[src/rtl/univ_reg.sv]
// univ_reg: WIDTH-bit universal register with hold, load, shift, rotate and up/down count.
// Ports:
//   clk   - rising-edge clock
//   rst_n - asynchronous active-low reset (q=RESET_VAL, carry=0)
//   clr   - synchronous clear, overrides we and mode
//   we    - write enable; register holds when low
//   mode  - 000 HOLD, 001 LOAD, 010 SHL, 011 SHR, 100 ROL, 101 ROR, 110 INC, 111 DEC
//   din   - parallel load data
//   sin   - serial input for SHL/SHR
//   q     - register contents
//   sout  - q[WIDTH-1] in SHL, q[0] otherwise
//   carry - registered carry/borrow/shifted-out bit
//   zero  - high when q is 0
module univ_reg #(
   parameter int               WIDTH     = 8,
   parameter logic [WIDTH-1:0] RESET_VAL = '0,
   parameter bit               SATURATE  = 1'b0
)(
   input  logic             clk,
   input  logic             rst_n,
   input  logic             clr,
   input  logic             we,
   input  logic [2:0]       mode,
   input  logic [WIDTH-1:0] din,
   input  logic             sin,
   output logic [WIDTH-1:0] q,
   output logic             sout,
   output logic             carry,
   output logic             zero
);
   logic [WIDTH-1:0] r_q;
   logic             r_c;
   logic [WIDTH-1:0] w_nq;
   logic             w_nc;
   logic [WIDTH:0]   w_inc;
   logic [WIDTH:0]   w_dec;
   // Shifts and counts pack {carry, q} or {q, carry} so the bit leaving q lands in carry.
   always_comb begin
      w_inc = {1'b0, r_q} + 1'b1;
      w_dec = {1'b0, r_q} - 1'b1;
      w_nq  = r_q;
      w_nc  = r_c;
      case (mode)
         3'b001:  begin w_nq = din; w_nc = 1'b0; end
         3'b010:  {w_nc, w_nq} = {r_q, sin};
         3'b011:  {w_nq, w_nc} = {sin, r_q};
         3'b100:  {w_nc, w_nq} = {r_q, r_q[WIDTH-1]};
         3'b101:  {w_nq, w_nc} = {r_q[0], r_q};
         3'b110:  {w_nc, w_nq} = (SATURATE && &r_q) ? {1'b1, r_q} : w_inc;
         3'b111:  {w_nc, w_nq} = (SATURATE && r_q == '0) ? {1'b1, r_q} : w_dec;
         default: ;
      endcase
   end
   always_ff @(posedge clk or negedge rst_n) begin
      if (!rst_n) begin
         r_q <= RESET_VAL;
         r_c <= 1'b0;
      end else if (clr) begin
         r_q <= '0;
         r_c <= 1'b0;
      end else if (we) begin
         r_q <= w_nq;
         r_c <= w_nc;
      end
   end
   assign q     = r_q;
   assign carry = r_c;
   assign zero  = (r_q == '0);
   assign sout  = (mode == 3'b010) ? r_q[WIDTH-1] : r_q[0];
endmodule

[config.mk]
export PLATFORM = sky130hd
export DESIGN_NAME = univ_reg
export DESIGN_NICKNAME = d
export VERILOG_FILES = /design/src/rtl/univ_reg.sv
export SDC_FILE = /design/constraint.sdc
export NUM_CORES = 1
export LEC_CHECK = 0
export CAP_MARGIN = 15
export CELL_PAD_IN_SITES_DETAIL_PLACEMENT = 0
export CELL_PAD_IN_SITES_GLOBAL_PLACEMENT = 1
export CORE_MARGIN = 2
export CORE_UTILIZATION = 48
export CTS_BUF_LIST = sky130_fd_sc_hd__clkbuf_16
export DETAILED_ROUTE_END_ITERATION = 6
export DONT_BUFFER_PORTS = 1
export PLACE_DENSITY = 0.79
export SYNTH_ARGS = -nofsm -noshare
export SYNTH_HDL_FRONTEND = slang
export SYNTH_SLANG_ARGS = --single-unit
[constraint.sdc]
create_clock -name clk -period 4.8 [get_ports clk]
set_input_delay 0.72 -clock clk [delete_from_list [all_inputs] [get_ports clk]]
set_output_delay 0.72 -clock clk [all_outputs]
set_load 0.05 [all_outputs]
==> results.sh <==
export IMPL_fmax_mhz=350
export IMPL_skew_ns=0.00248
export IMPL_cp_num_buf_inv=1
export IMPL_insertion_delay_ns=0.24
export IMPL_routabilityCongestion=0.843
export IMPL_die_w_um=52.8
export IMPL_crit_path_max_fanout=12
export IMPL_post_cts_buffers=0
export IMPL_outcome="finished clean"
export IMPL_slew_headroom_pct=37.4
export IMPL_place_inst=166
export IMPL_worstReg2RegStart="q[1]"
export IMPL_cts_root_buf="clkbuf_16"
export IMPL_grt_pass1_vias=959
export IMPL_clkTransAtPathRegs_ns=0.04
export IMPL_final_hold_violation_count=0
export IMPL_crit_chain="inv_1 > o21ai_1"
export IMPL_synth_compound_area_share_pct=31.7
export IMPL_synth_nets=172
export IMPL_gr_usage_met1_pct=34.8
export IMPL_busiest_layer="met2"
export IMPL_fin_area_um2=1160
export IMPL_place_hpwl_um=2090
export IMPL_wirelength_um=3060
export IMPL_cts_resized=0
export IMPL_clockPowerShare_pct=43.2
export IMPL_finalSetupViolations=0
export IMPL_arrival_ns=2.14
export IMPL_power_density_nw_per_um2=296
export IMPL_overflow=0
export IMPL_htree_levels=1
export IMPL_start_kind="flip-flop"
export IMPL_cts_path_max_buffers=2
export IMPL_syn_avg_cell_area_um2=7.47
export IMPL_stdcell_count=170
export IMPL_synth_edf_count=0
export IMPL_synth_xor_area_share_pct=2.30
export IMPL_vias_per_cell=6.63
export IMPL_synthAdderAreaFrac_pct=3.28
export IMPL_worstMarginPinSlew_ns=0.933
export IMPL_port_buffers=0
export IMPL_p_leak_nw=0.448
export IMPL_start_util_pct=51.2
export IMPL_rsz0062_at_grt="no"
export IMPL_power_uw=344
export IMPL_seq_power_share_pct=34.1
export IMPL_hp_class="in -> async"
export IMPL_cp_required_ns=4.08
export IMPL_whs_ns=0.175
export IMPL_dr_total_vias=1127
export IMPL_yosys_area_share_simple_pct=25.8
export IMPL_antenna_found_initial=0
export IMPL_yosysUniqueCellTypes=50
export IMPL_max_stage_delay_ns=0.87
export IMPL_synth_warnings=0
export IMPL_clock_sinks=9
export IMPL_grtUsageMet2_pct=36.7
export IMPL_cts_buffers=3
export IMPL_io_pins=27
export IMPL_drv_cap=0
export IMPL_finalMaxSlewViolations=0
export IMPL_die_area_um2=2790
export IMPL_drc=0
export IMPL_worst_path_max_delay_cell="dfrtp_1"
export IMPL_ys_seq_area_share_pct=19.7
export IMPL_rows=17
export IMPL_synth_top_family_by_area="compound AO/OA/AOI/OAI gates"
export IMPL_area_delta_synth_final_pct=1.86
export IMPL_period_share_pct=59.6
export IMPL_dr_first_iter_drc_count=20
export IMPL_die_height_um=52.8
export IMPL_combinationalPowerShare_pct=22.7
export IMPL_cts_tree="done"
export IMPL_power_internal_uw=225
export IMPL_fin_crit_ns=2.86
export IMPL_grt_pass1_wl_um=4950
export IMPL_use_met3_pct=3.43
export IMPL_yosys_area_top_type="dfrtp_1"
export IMPL_endpoint_kind="primary output"
export IMPL_layout_drive_gt1_share_pct=9.15
export IMPL_ys_flop_type="dfrtp_1"
export IMPL_crit_type="reg -> out"
export IMPL_ys_ff_latch=9
export IMPL_p_sw_share_pct=34.7
export IMPL_placedInstanceArea_um2=1090
export IMPL_crit_path_start="q[0]"
export IMPL_synth_area_leaders="dfrtp_1, mux2i_1, a211oi_1"
export IMPL_gr_usage_all_layers_pct=24.6
export IMPL_yosys_area_top_type_share_pct=19.7
export IMPL_syn_instance_count=153
export IMPL_muxShareOfSynthArea_pct=6.13
export IMPL_ant_nets=0
export IMPL_final_cell_mix="nand2_1, nor2_1, a21oi_1"
export IMPL_async_flop_share_pct=100
export IMPL_ir_worst_vdd_uv=148
export IMPL_finalNetCount=162
export IMPL_core_um2=2230
export IMPL_firstDrtPassIters=4
export IMPL_wl_per_cell_um=18.0
export IMPL_cts_hold_buf=0
export IMPL_synthesis_area_um2=1140
export IMPL_path_delay_family="flip-flops"
export IMPL_net_switching_power_uw=119
export IMPL_setup_tns_ns=0
export IMPL_grt_max_degree=33
export IMPL_diodes=0
-- layer usage --
layer / up-vias / wire [um]
li1: 556 / -
met1: 526 / 1450
met2: 40 / 1370
met3: 5 / 181
met4: 0 / 52
met5: - / 0
-- per-stage QoR --
stage / worst slack [ns] / util, %
after floorplan: 1.61 / -
after CTS: 1.95 / 52.2
final: 1.94 / 52.2
after global routing: 1.87 / 52.2
after global placement: 2.22 / 48.6
after detailed placement: 2.20 / 48.6
-- kinds of logic after synthesis --
kind of cell,Yosys count
muxes,7
buffers and inverters,24
xor gates and xnor gates,3
AOI/OAI and AO/OA,54
DFF,9
adders and majority gates,3
and+or+nand+nor,53
-- area by class of cell --
| cell class | count | area [um^2] |
|---|---|---|
| clock inverter | 1 | 3.75 |
| inverter | 9 | 33.8 |
| clock buffer | 3 | 75.1 |
| fill | 241 | 1070 |
| multi-input combinational | 120 | 792 |
| sequential | 9 | 225 |
| tap | 28 | 35.0 |
-- flip-flops by register name, indices dropped and copies added (netlist names) --
signal / count
carry: 1
q: 8
-- synthesized netlist by cell type, types with 2 or more instances --
master,number
a211o_1,3
dfrtp_1,9
mux2i_1,7
and2_2,2
xnor2_1,2
a21oi_1,12
nand3b_1,2
inv_1,9
a22oi_1,2
buf_2,3
o211ai_1,2
ha_1,3
nor3_1,3
nor2_1,12
a211oi_1,9
o31ai_1,4
nand3_1,6
o21ai_0,8
a31oi_1,2
clkbuf_8,2
o22ai_1,3
clkbuf_1,6
nor3b_1,3
buf_1,2
nand2_1,12
-- power groups by stage --
stage          Combinational [mW]  Sequential, mW  Clock (mW)
5_1_grt                    0.0873           0.119       0.154
3_3_place_gp               0.0777           0.117           0
4_1_cts                    0.0783           0.117       0.149
2_1_floorplan              0.0877           0.107           0
3_5_place_dp               0.0778           0.118           0
6_report                   0.0782           0.117       0.149
-- final timing paths --
kind / endpoint / slack [ns] / depth (start not counted)
worst min register to register: carry / 0.80 / 2
worst max register to register: carry / 2.38 / 6
worst min-delay path: q[1] / 0.18 / 0
min in group clk: carry / 0.53 / 1
max in group asynchronous: q[2] / 4.55 / 0
worst max-delay path: sout / 1.94 / 2
Power figures use the tool's default switching activity.
